**config.mk**
```make
export PLATFORM = sky130hd
export DESIGN_NAME = sc_reg_lfsr_gen
export DESIGN_NICKNAME = d
export VERILOG_FILES = /design/src/rtl/sc_reg_lfsr_gen_pkg.sv /design/src/rtl/sc_reg_lfsr_gen_step.sv /design/src/rtl/sc_reg_lfsr_gen.sv
export SDC_FILE = /design/constraint.sdc
export NUM_CORES = 1
export LEC_CHECK = 0
export BUFFER_PORTS_ARGS = -buffer_cell sky130_fd_sc_hd__buf_2
export CORE_MARGIN = 2
export CORE_UTILIZATION = 45
export DETAILED_ROUTE_END_ITERATION = 10
export HOLD_SLACK_MARGIN = 0.02
export MAX_ROUTING_LAYER = met4
export PLACE_DENSITY_LB_ADDON = 0.15
export SLEW_MARGIN = 0
export SYNTH_ARGS = -nofsm -noshare
export SYNTH_HDL_FRONTEND = slang
export SYNTH_SLANG_ARGS = --single-unit
```
**constraint.sdc**
```tcl
create_clock -name SC_RegSHIFTER_CLOCK_50 -period 2.3 [get_ports SC_RegSHIFTER_CLOCK_50]
set_input_delay 0.46 -clock SC_RegSHIFTER_CLOCK_50 [delete_from_list [all_inputs] [get_ports SC_RegSHIFTER_CLOCK_50]]
set_output_delay 0.46 -clock SC_RegSHIFTER_CLOCK_50 [all_outputs]
set_load 0.005 [all_outputs]
```
**src/rtl/sc_reg_lfsr_gen_pkg.sv**
```systemverilog
// Shared definitions for the sampled LFSR generator.
// Holds the request-FSM state encoding, the legal parameter range, and the
// default maximal-length TAPS/SEED pairs for the widths in common use.
package sc_reg_lfsr_gen_pkg;

  typedef enum logic [1:0] {
    ST_IDLE  = 2'd0,
    ST_SHIFT = 2'd1,
    ST_DONE  = 2'd2
  } lfsr_fsm_e;

  localparam int WIDTH_MIN = 3;
  localparam int WIDTH_MAX = 16;

  localparam logic [3:0]  TAPS_W4  = 4'h9;
  localparam logic [3:0]  SEED_W4  = 4'h1;
  localparam logic [7:0]  TAPS_W8  = 8'hB8;
  localparam logic [7:0]  SEED_W8  = 8'h01;
  localparam logic [15:0] TAPS_W16 = 16'hB400;
  localparam logic [15:0] SEED_W16 = 16'h0001;

  // Widths without a stored pair return 0, which the top rejects for SEED.
  function automatic logic [15:0] default_taps(input int width);
    if (width == 4)       return 16'(TAPS_W4);
    else if (width == 8)  return 16'(TAPS_W8);
    else if (width == 16) return TAPS_W16;
    else                  return '0;
  endfunction

  function automatic logic [15:0] default_seed(input int width);
    if (width == 4)       return 16'(SEED_W4);
    else if (width == 8)  return 16'(SEED_W8);
    else if (width == 16) return SEED_W16;
    else                  return '0;
  endfunction

endpackage

```
**src/rtl/sc_reg_lfsr_gen_step.sv**
```systemverilog
// Combinational Fibonacci LFSR step: left shift, XOR of tapped bits into bit 0.
// Ports:
//   state_in   - current LFSR state
//   state_next - state after one shift
module sc_lfsr_step #(
  parameter int               WIDTH = 8,
  parameter logic [WIDTH-1:0] TAPS  = '0
) (
  input  logic [WIDTH-1:0] state_in,
  output logic [WIDTH-1:0] state_next
);

  logic feedback;

  assign feedback   = ^(state_in & TAPS);
  assign state_next = {state_in[WIDTH-2:0], feedback};

endmodule

```
**src/rtl/sc_reg_lfsr_gen.sv**
```systemverilog
// Sampled LFSR generator with free-run and request modes.
// Ports:
//   SC_RegSHIFTER_CLOCK_50     - rising-edge clock
//   SC_RegSHIFTER_RESET_InHigh - async active-high reset
//   enable     - advance permit; low freezes state, counter and FSM
//   free_run   - 1: shift and sample every enabled cycle; 0: shift on req
//   seed_load  - load seed_in (0 maps to SEED) into state and active seed
//   seed_in    - seed value for seed_load
//   req        - sample request in request mode
//   busy       - request in progress
//   valid      - one-cycle pulse, data_out updated
//   data_out   - latched low OUT_WIDTH bits of the state
//   state_out  - current LFSR state
//   wrap       - one-cycle pulse, a shift returned to the active seed
//   lockup     - one-cycle pulse, all-zero state replaced by active seed
//
// state   | meaning
// IDLE    | waiting for req; also held here in free-run mode
// SHIFT   | performing OUT_WIDTH shifts, one per enabled cycle
// DONE    | latch data_out, pulse valid, return to IDLE
module sc_reg_lfsr_gen
  import sc_reg_lfsr_gen_pkg::*;
#(
  parameter int               WIDTH     = 8,
  parameter int               OUT_WIDTH = 3,
  parameter logic [WIDTH-1:0] TAPS      = WIDTH'(default_taps(WIDTH)),
  parameter logic [WIDTH-1:0] SEED      = WIDTH'(default_seed(WIDTH))
) (
  input  logic                 SC_RegSHIFTER_CLOCK_50,
  input  logic                 SC_RegSHIFTER_RESET_InHigh,
  input  logic                 enable,
  input  logic                 free_run,
  input  logic                 seed_load,
  input  logic [WIDTH-1:0]     seed_in,
  input  logic                 req,
  output logic                 busy,
  output logic                 valid,
  output logic [OUT_WIDTH-1:0] data_out,
  output logic [WIDTH-1:0]     state_out,
  output logic                 wrap,
  output logic                 lockup
);

  localparam int CNT_W = $clog2(WIDTH_MAX) + 1;
  localparam logic [CNT_W-1:0] CNT_LAST = CNT_W'(OUT_WIDTH - 1);

  if (WIDTH < WIDTH_MIN || WIDTH > WIDTH_MAX) begin : g_bad_width
    $error("sc_reg_lfsr_gen: WIDTH outside 3..16");
  end
  if (OUT_WIDTH < 1 || OUT_WIDTH > WIDTH) begin : g_bad_out_width
    $error("sc_reg_lfsr_gen: OUT_WIDTH outside 1..WIDTH");
  end
  if (SEED == '0) begin : g_bad_seed
    $error("sc_reg_lfsr_gen: SEED must be non-zero");
  end

  lfsr_fsm_e            fsm_q, fsm_d;
  logic [WIDTH-1:0]     state_q, state_d;
  logic [WIDTH-1:0]     seed_q, seed_d;
  logic [CNT_W-1:0]     cnt_q, cnt_d;
  logic [OUT_WIDTH-1:0] data_q, data_d;
  logic                 valid_q, valid_d;
  logic                 wrap_q, wrap_d;
  logic                 lockup_q, lockup_d;

  logic [WIDTH-1:0]     step;
  logic [WIDTH-1:0]     seed_eff;
  logic                 zero;

  sc_lfsr_step #(
    .WIDTH (WIDTH),
    .TAPS  (TAPS)
  ) u_step (
    .state_in   (state_q),
    .state_next (step)
  );

  assign seed_eff = (seed_in == '0) ? SEED : seed_in;
  assign zero     = (state_q == '0);

  always_comb begin
    fsm_d    = fsm_q;
    state_d  = state_q;
    seed_d   = seed_q;
    cnt_d    = cnt_q;
    data_d   = data_q;
    valid_d  = 1'b0;
    wrap_d   = 1'b0;
    lockup_d = 1'b0;

    if (seed_load) begin
      state_d = seed_eff;
      seed_d  = seed_eff;
      fsm_d   = ST_IDLE;
      cnt_d   = '0;
    end else if (enable) begin
      if (zero) begin
        // Recovery replaces the shift for this cycle.
        state_d  = seed_q;
        lockup_d = 1'b1;
      end

      if (free_run) begin
        fsm_d = ST_IDLE;
        cnt_d = '0;
        // The cycle that aborts a pending request neither shifts nor samples.
        if (fsm_q == ST_IDLE && !zero) begin
          state_d = step;
          data_d  = step[OUT_WIDTH-1:0];
          valid_d = 1'b1;
          wrap_d  = (step == seed_q);
        end
      end else begin
        unique case (fsm_q)
          ST_IDLE: begin
            if (req) begin
              fsm_d = ST_SHIFT;
              cnt_d = '0;
            end
          end
          ST_SHIFT: begin
            if (!zero) begin
              state_d = step;
              wrap_d  = (step == seed_q);
              if (cnt_q == CNT_LAST) begin
                fsm_d = ST_DONE;
                cnt_d = '0;
              end else begin
                cnt_d = cnt_q + CNT_W'(1);
              end
            end
          end
          ST_DONE: begin
            data_d  = state_q[OUT_WIDTH-1:0];
            valid_d = 1'b1;
            fsm_d   = ST_IDLE;
          end
          default: fsm_d = ST_IDLE;
        endcase
      end
    end
  end

  always_ff @(posedge SC_RegSHIFTER_CLOCK_50 or posedge SC_RegSHIFTER_RESET_InHigh) begin
    if (SC_RegSHIFTER_RESET_InHigh) begin
      fsm_q    <= ST_IDLE;
      state_q  <= SEED;
      seed_q   <= SEED;
      cnt_q    <= '0;
      data_q   <= '0;
      valid_q  <= 1'b0;
      wrap_q   <= 1'b0;
      lockup_q <= 1'b0;
    end else begin
      fsm_q    <= fsm_d;
      state_q  <= state_d;
      seed_q   <= seed_d;
      cnt_q    <= cnt_d;
      data_q   <= data_d;
      valid_q  <= valid_d;
      wrap_q   <= wrap_d;
      lockup_q <= lockup_d;
    end
  end

  assign busy      = (fsm_q != ST_IDLE);
  assign valid     = valid_q;
  assign data_out  = data_q;
  assign state_out = state_q;
  assign wrap      = wrap_q;
  assign lockup    = lockup_q;

endmodule

```
==> results of run 1 <==
-- kinds of logic (layout without fill, tap and decap cells) --
group | Yosys count | after routing | share of synthesized area [%]
buffers and inverters | 23 | 57 | 5.64
multiplexers | 11 | 11 | 7.02
flip-flops | 29 | 29 | 42.1
adder cells (fa/ha/maj) | 3 | 3 | 2.17
XOR/XNOR | 12 | 12 | 6.08
AO/OA/AOI/OAI | 45 | 45 | 18.2
AND/OR/NAND/NOR | 54 | 54 | 18.8
-- power groups by stage --
stage / Clock [uW] / Combinational, uW / Sequential [uW]
final: 394 / 283 / 628
after global routing: 433 / 315 / 636
after CTS: 409 / 286 / 627
after detailed placement: 0 / 285 / 636
after global placement: 0 / 280 / 634
after floorplan: 0 / 192 / 622
-- placed cells by master (no fill, tap or decap), drive strengths merged, types with 2 or more instances in the layout --
cell	instances
o31ai	4
nand3	4
a221oi	2
xnor2	6
a31oi	3
dfrtp	27
nor3	3
a21oi	7
nand2b	5
nand4	2
inv	15
o21ai	10
nor2	9
buf	34
and3	3
nor2b	3
xor2	6
o211ai	5
nor4	3
mux2	9
mux2i	2
o221ai	2
ha	3
or2	4
nand2	7
clkbuf	8
dfstp	2
a32oi	2
a22oi	5
nor3b	3
or4	5
-- stage by stage --
step	setup slack [ns]	util (%)	instance area, um2
2_1_floorplan	0.301	-	1730
3_3_place_gp	0.307	52.4	1930
3_5_place_dp	0.261	52.4	1930
4_1_cts	0.246	54.6	2010
5_1_grt	0.109	54.6	2010
6_report	0.245	54.6	2010
-- worst max-delay path: stages (launching register included) --
cell,delay [ns]
sky130_fd_sc_hd__dfrtp_1,0.43
sky130_fd_sc_hd__inv_1,0.10
sky130_fd_sc_hd__ha_1,0.15
sky130_fd_sc_hd__or3b_2,0.54
sky130_fd_sc_hd__o211ai_1,0.19
sky130_fd_sc_hd__a211o_2,0.20
sky130_fd_sc_hd__mux2_2,0.33
-- layout make-up --
| type | instances | area (um2) | share of cell area (%) |
|---|---|---|---|
| flip-flops and latches | 29 | 728 | 36.2 |
| well taps | 48 | 60.1 | 2.98 |
| multi-input cells | 125 | 903 | 44.9 |
| repair buffers | 34 | 185 | 9.20 |
| inverters | 15 | 56.3 | 2.80 |
| clock buffers | 8 | 80.1 | 3.98 |
-- layer usage --
metal / vias up / wire, um / track usage (%) / part of all wire (%)
met3: 7 / 160 / 4.60 / 3.9
li1: 722 / - / - / -
met2: 29 / 1880 / 33.5 / 46
met1: 696 / 1940 / 27.0 / 48
met4: 0 / 70 / 11.0 / 1.7
met5: - / 0 / - / 0
-- worst min-delay path by stage --
| stage | cells after the start | to | startpoint |
|---|---|---|---|
| 5_1_grt | 2 | seed_q[2] | SC_RegSHIFTER_RESET_InHigh |
| 2_1_floorplan | 2 | seed_q[0] | seed_q[0] |
| 3_5_place_dp | 1 | data_out[2] | data_out[2] |
| 3_3_place_gp | 1 | data_out[2] | data_out[2] |
| 6_report | 2 | seed_q[2] | SC_RegSHIFTER_RESET_InHigh |
| 4_1_cts | 2 | wrap | SC_RegSHIFTER_RESET_InHigh |
-- sequential cells by signal (all words and copies together) (netlist names) --
signal and flops:
seed_q 8, state_out 8, cnt_q 5, data_out 3
fsm_q 2, lockup 1, valid 1, wrap 1
==> results_tabular.tex, run 1 <==
\begin{tabular}{lr}
\hline
Metric & Value \\
\hline
\multicolumn{2}{l}{\textbf{STA}} \\
Unrepaired setup endpoints after global routing & false \\
\# setup viols final & 0 \\
Worst setup skew after layout & 0.00340 ns \\
Maximum clock frequency & roughly 490 MHz \\
Final TNS setup & 0 ns \\
Worst slew pin tran & 0.589 ns \\
Max-slew violation total from the final report & 0 \\
Min Tclk post-route & between 2 and 2.5 ns \\
Post-route clock period utilization & between 80\% and 90\% \\
Number of hold violations in the final report & 0 \\
Relative slew slack & between 60\% and 70\% \\
Worst hold margin & 0.232 ns \\
\multicolumn{2}{l}{\textbf{Yosys}} \\
Yosys reg bits & 29 \\
Predominant post-synthesis flop cell & sky130\_fd\_sc\_hd\_\_dfrtp\_1 \\
Syn Std Cell Area & approximately 0.0017 mm2 \\
Average footprint of a synthesized cell & 9.77 um2 \\
Distinct cells, synth & between 40 and 50 \\
Synth Net Count & 194 \\
Share of the yosys chip area belonging to registers & 42.1\% \\
Number of enable flip-flop cells after synthesis & 0 \\
Fraction of registers with async set/reset & 100\% \\
Share of the synthesized area in the top cell type & approximately 39\% \\
Number of instances in the synthesized netlist & 177 \\
Library cell with the largest summed area after synthesis & sky130\_fd\_sc\_hd\_\_dfrtp\_1 \\
Count of yosys warnings during synthesis & 0 \\
Most used standard cell by instance count after synthesis & sky130\_fd\_sc\_hd\_\_dfrtp\_1 \\
Most instantiated cells after synthesis & 27 x sky130\_fd\_sc\_hd\_\_dfrtp\_1, 15 x sky130\_fd\_sc\_hd\_\_inv\_1, 10 x sky130\_fd\_sc\_hd\_\_o21ai\_0 \\
Dominant cells by area after synthesis & sky130\_fd\_sc\_hd\_\_dfrtp\_1 39\%, sky130\_fd\_sc\_hd\_\_mux2\_2 5.2\%, sky130\_fd\_sc\_hd\_\_inv\_1 3.3\% \\
\multicolumn{2}{l}{\textbf{Clock tree}} \\
Number of setup buffers added after CTS & 0 \\
Post\_cts resized & 0 \\
TritonCTS clock tree & yes \\
Number of clock sinks & 29 \\
\# H-tree levels & 2 \\
Clock tree root buffer cell & sky130\_fd\_sc\_hd\_\_clkbuf\_8 \\
Clock latency on the worst-skew pair & between 0.2 and 0.3 ns \\
Number of buffers between clock root and the deepest sink & 2 \\
Clock transition at the registers of the reported paths & 0.06 ns \\
Count of hold buffers inserted by post-cts repair & 0 \\
Inserted Clock Buffers & 5 \\
\multicolumn{2}{l}{\textbf{Routing}} \\
Vias post-DR & $\sim$1.5k \\
First-pass iteration count of the detailed router & 4 \\
DRC violation count after routing & 0 \\
Post-detailed-route wirelength per cell & 15.7 um \\
Wire length reported by the detailed router & 4060 um \\
Vias per std cell & $\sim$5.6 \\
DRT iter0 DRCs & 120 \\
Post-DRT Antenna Nets & 0 \\
\multicolumn{2}{l}{\textbf{Floorplanning}} \\
Die area & 0.00435 mm2 \\
Placement Rows & 22 \\
I/O pin count & 29 \\
Y dimension of the die & approximately 66 um \\
Die Width & 66.0 um \\
Core Footprint & 0.00369 mm2 \\
Starting Density & between 40 and 50\% \\
\multicolumn{2}{l}{\textbf{Worst setup path}} \\
Reg-to-Reg End & data\_out[1] \\
Last element of the critical path & data\_out[1] \\
Launching element type of the critical path & flip-flop \\
Worst Setup Path Type & flip-flop to flip-flop \\
Worst setup path startpoint & state\_out[4] \\
Worst r2r src & state\_out[4] \\
CP max FO & 5 \\
Number of cells on the worst reg-to-reg path & 6 \\
Data arrival at the endpoint of the critical path & 2.22 ns \\
Data required time at the worst endpoint & 2.47 ns \\
Setup crit end kind & flip-flop \\
Slack of the worst reg-to-reg path & 0.25 ns \\
\multicolumn{2}{l}{\textbf{Power and ir drop}} \\
Part of the total power dissipated in sequential elements & between 40\% and 50\% \\
Overall power consumption & 1300 uW \\
Leakage component of the power & 0.000910 uW \\
Worst supply voltage drop on vdd & 0.427 mV \\
P\_int & slightly above 900 uW \\
Power Density & around 650 mW/mm2 \\
Clk network pwr share & 30.2\% \\
Combinational group share of total power & 21.7\% \\
Net Sw Frac & 29.6\% \\
P\_sw & 386 uW \\
\multicolumn{2}{l}{\textbf{GRT}} \\
Overall track demand over capacity in global routing & 21.7\% \\
First-pass GRT wire length & 6820 um \\
Vias in the first global route & 1481 \\
Number of antenna violations at the first check in global routing & 0 \\
Grt ovf & 0 \\
Maximum number of pins on one net before global-route repair & 17 \\
\multicolumn{2}{l}{\textbf{Placement}} \\
Number of buffers added on ports & 28 \\
Final Wtd Congestion & 0.939 \\
Sum of net half-perimeters after detailed placement & 3110 um \\
Placed cells & 251 \\
\multicolumn{2}{l}{\textbf{Status}} \\
Outcome & finished, final reports clean \\
\multicolumn{2}{l}{\textbf{Final layout}} \\
Final layout net count & 227 \\
Number of fill cells & 368 \\
ANT cells & 0 \\
Non-Filler Instances & 259 \\
Fraction of final layout cells with drive strength greater than 1 & 28.0\% \\
Area added between synthesis and finish & 16.4\% \\
\multicolumn{2}{l}{\textbf{Run}} \\
Max-cap viol count & 0 \\
\multicolumn{2}{l}{\textbf{Hold path}} \\
Class of the worst hold path & primary input to asynchronous set/reset pin \\
\hline
\end{tabular}
Power figures use the tool's default switching activity.
==> run 2: changes to the inputs <==
--- a/config.mk
+++ b/config.mk
@@ -8,10 +8,12 @@
 export BUFFER_PORTS_ARGS = -buffer_cell sky130_fd_sc_hd__buf_2
 export CORE_MARGIN = 2
 export CORE_UTILIZATION = 45
+export CTS_CLUSTER_DIAMETER = 40
 export DETAILED_ROUTE_END_ITERATION = 10
 export HOLD_SLACK_MARGIN = 0.02
 export MAX_ROUTING_LAYER = met4
 export PLACE_DENSITY_LB_ADDON = 0.15
+export REMOVE_ABC_BUFFERS = 1
 export SLEW_MARGIN = 0
 export SYNTH_ARGS = -nofsm -noshare
 export SYNTH_HDL_FRONTEND = slang
==> results_tabular.tex, run 2 (same netlist as run 1, synthesis figures left out) <==
\begin{tabular}{lr}
\hline
Metric & Value \\
\hline
\multicolumn{2}{l}{\textbf{Status}} \\
Outcome & finished, final reports clean \\
\multicolumn{2}{l}{\textbf{Worst setup path}} \\
Worst Setup Path Type & flip-flop to flip-flop \\
Reg-to-Reg End & data\_out[1] \\
Number of cells on the worst reg-to-reg path & 6 (unchanged) \\
Worst r2r src & state\_out[4] \\
CP max FO & 5 (unchanged) \\
Data required time at the worst endpoint & 2.47 ns (about the same) \\
Setup crit end kind & flip-flop \\
Data arrival at the endpoint of the critical path & 2.23 ns (about the same) \\
Slack of the worst reg-to-reg path & 0.24 ns (about the same) \\
Launching element type of the critical path & flip-flop \\
\multicolumn{2}{l}{\textbf{Clock tree}} \\
\# H-tree levels & 2 (unchanged) \\
Post\_cts resized & 0 (unchanged) \\
Number of clock sinks & 29 (unchanged) \\
Count of hold buffers inserted by post-cts repair & 0 (unchanged) \\
Clock transition at the registers of the reported paths & 0.06 ns (about the same) \\
Number of setup buffers added after CTS & 0 (unchanged) \\
Clock tree root buffer cell & sky130\_fd\_sc\_hd\_\_clkbuf\_8 \\
Clock latency on the worst-skew pair & 0.28 ns (about the same) \\
TritonCTS clock tree & yes \\
Number of buffers between clock root and the deepest sink & 2 (unchanged) \\
Inserted Clock Buffers & 5 (unchanged) \\
\multicolumn{2}{l}{\textbf{GRT}} \\
Number of antenna violations at the first check in global routing & 0 (unchanged) \\
First-pass GRT wire length & 6900 um (+1.2\%) \\
Vias in the first global route & 1450 (-2.1\%) \\
Overall track demand over capacity in global routing & 21.5\% (-0.21 points) \\
Grt ovf & 0 (unchanged) \\
Maximum number of pins on one net before global-route repair & 22 (+5) \\
\multicolumn{2}{l}{\textbf{Final layout}} \\
Most used cells in the layout excluding fill and tap cells & 28 x sky130\_fd\_sc\_hd\_\_buf\_2, 27 x sky130\_fd\_sc\_hd\_\_dfrtp\_1, 15 x sky130\_fd\_sc\_hd\_\_inv\_1 \\
ANT cells & 0 (unchanged) \\
Final layout net count & 229 (+0.88\%) \\
Non-Filler Instances & 261 (+0.77\%) \\
Fraction of final layout cells with drive strength greater than 1 & 29.1\% (+1.1 points) \\
Leading cell type in the layout, fill and taps excluded & sky130\_fd\_sc\_hd\_\_buf\_2 \\
Area added between synthesis and finish & 17.9\% \\
\multicolumn{2}{l}{\textbf{STA}} \\
Post-route clock period utilization & 89.8\% (+0.42 points) \\
Final TNS setup & 0 ns (unchanged) \\
\# setup viols final & 0 (unchanged) \\
Worst slew pin tran & 0.805 ns (+0.216 ns) \\
Maximum clock frequency & 484 MHz (-0.46\%) \\
Relative slew slack & 46.2\% (-14 points) \\
Min Tclk post-route & 2.06 ns (+0.00957 ns) \\
Max-slew violation total from the final report & 0 (unchanged) \\
Number of hold violations in the final report & 0 (unchanged) \\
Worst setup skew after layout & 0.00653 ns (+0.00313 ns) \\
Unrepaired setup endpoints after global routing & false \\
\multicolumn{2}{l}{\textbf{Placement}} \\
Number of buffers added on ports & 28 (unchanged) \\
Final Wtd Congestion & 0.875 (-6.8\%) \\
Sum of net half-perimeters after detailed placement & 3200 um (+2.7\%) \\
Placed cells & 253 (+0.80\%) \\
\multicolumn{2}{l}{\textbf{Routing}} \\
Post-detailed-route wirelength per cell & 15.8 um (+0.92\%) \\
Length of routed met2 wiring & 1970 um (+4.8\%) \\
Wire length reported by the detailed router & 4130 um (+1.7\%) \\
Total met3 wirelength after detailed routing & 234 um (+46\%) \\
Highest signal layer in the routed design & met4 \\
DRT iter0 DRCs & 88 (-27\%) \\
DRC violation count after routing & 0 (unchanged) \\
Met1 wire length & 1860 um (-4.1\%) \\
Vias per std cell & 5.72 (+1.9\%) \\
Vias post-DR & 1493 (+2.7\%) \\
Post-DRT Antenna Nets & 0 (unchanged) \\
First-pass iteration count of the detailed router & 4 (unchanged) \\
\multicolumn{2}{l}{\textbf{Floorplanning}} \\
Core Footprint & 0.00369 mm2 (unchanged) \\
Y dimension of the die & 66.0 um (unchanged) \\
Placement Rows & 22 (unchanged) \\
Die Width & 66.0 um (unchanged) \\
Die area & 0.00435 mm2 (unchanged) \\
I/O pin count & 29 (unchanged) \\
Starting Density & 46.9\% (unchanged) \\
\multicolumn{2}{l}{\textbf{Power and ir drop}} \\
Worst supply voltage drop on vdd & 0.375 mV (-12\%) \\
Leakage component of the power & 0.000926 uW (+1.8\%) \\
Power Density & 659 mW/mm2 (+1.7\%) \\
Overall power consumption & 1340 uW (+3.0\%) \\
\multicolumn{2}{l}{\textbf{Hold path}} \\
Class of the worst hold path & primary input to asynchronous set/reset pin \\
\multicolumn{2}{l}{\textbf{Run}} \\
Max-cap viol count & 0 (unchanged) \\
\hline
\end{tabular}
## run 2: worst max-delay path by stage
stage | start | to | slack [ns]
5_1_grt | cnt_q[0] | cnt_q[4] | 0.14
2_1_floorplan | state_out[4] | cnt_q[0] | 0.30
3_3_place_gp | state_out[4] | data_out[0] | 0.31
6_report | state_out[4] | data_out[1] | 0.24
3_5_place_dp | state_out[4] | data_out[0] | 0.24
4_1_cts | state_out[4] | data_out[1] | 0.24
## run 2: worst max-delay path: stages (launching register included)
cell	delay (ns)
sky130_fd_sc_hd__dfrtp_1	0.44
sky130_fd_sc_hd__inv_1	0.11
sky130_fd_sc_hd__ha_1	0.15
sky130_fd_sc_hd__or3b_2	0.53
sky130_fd_sc_hd__o211ai_1	0.20
sky130_fd_sc_hd__a211o_2	0.20
sky130_fd_sc_hd__mux2_2	0.34
## run 2: cell type report
type / instances / area, um2
fillers: 367 / 1650
well taps: 48 / 60.1
repair buffers: 36 / 200
flip-flops and latches: 29 / 728
multi-input cells: 125 / 903
clock buffers: 8 / 90.1
inverters: 15 / 56.3
## run 2: report_power, final
| group | leakage [uW] | internal, uW | switching (uW) | total [uW] |
|---|---|---|---|---|
| clock | 0.0000455 | 243 | 184 | 427 |
| sequential | 0.000363 | 567 | 62.2 | 629 |
| combinational | 0.000517 | 140 | 147 | 287 |
## run 2: metrics by stage
step / hold WS [ns] / utilization (%) / instance area, um2 / setup WS, ns
global route: 0.388 / 55.3 / 2040 / 0.136
CTS: 0.347 / 55.3 / 2040 / 0.236
global placement: 0.489 / 52.8 / 1950 / 0.307
floorplan: 0.490 / - / 1690 / 0.304
finish: 0.325 / 55.3 / 2040 / 0.236
detailed placement: 0.500 / 52.8 / 1950 / 0.238
## run 2: routing by layer
layer,vias up,global-route usage [%]
met5,-,-
met2,51,33.3
met3,7,4.43
met1,719,28.0
li1,716,-
met4,0,7.65
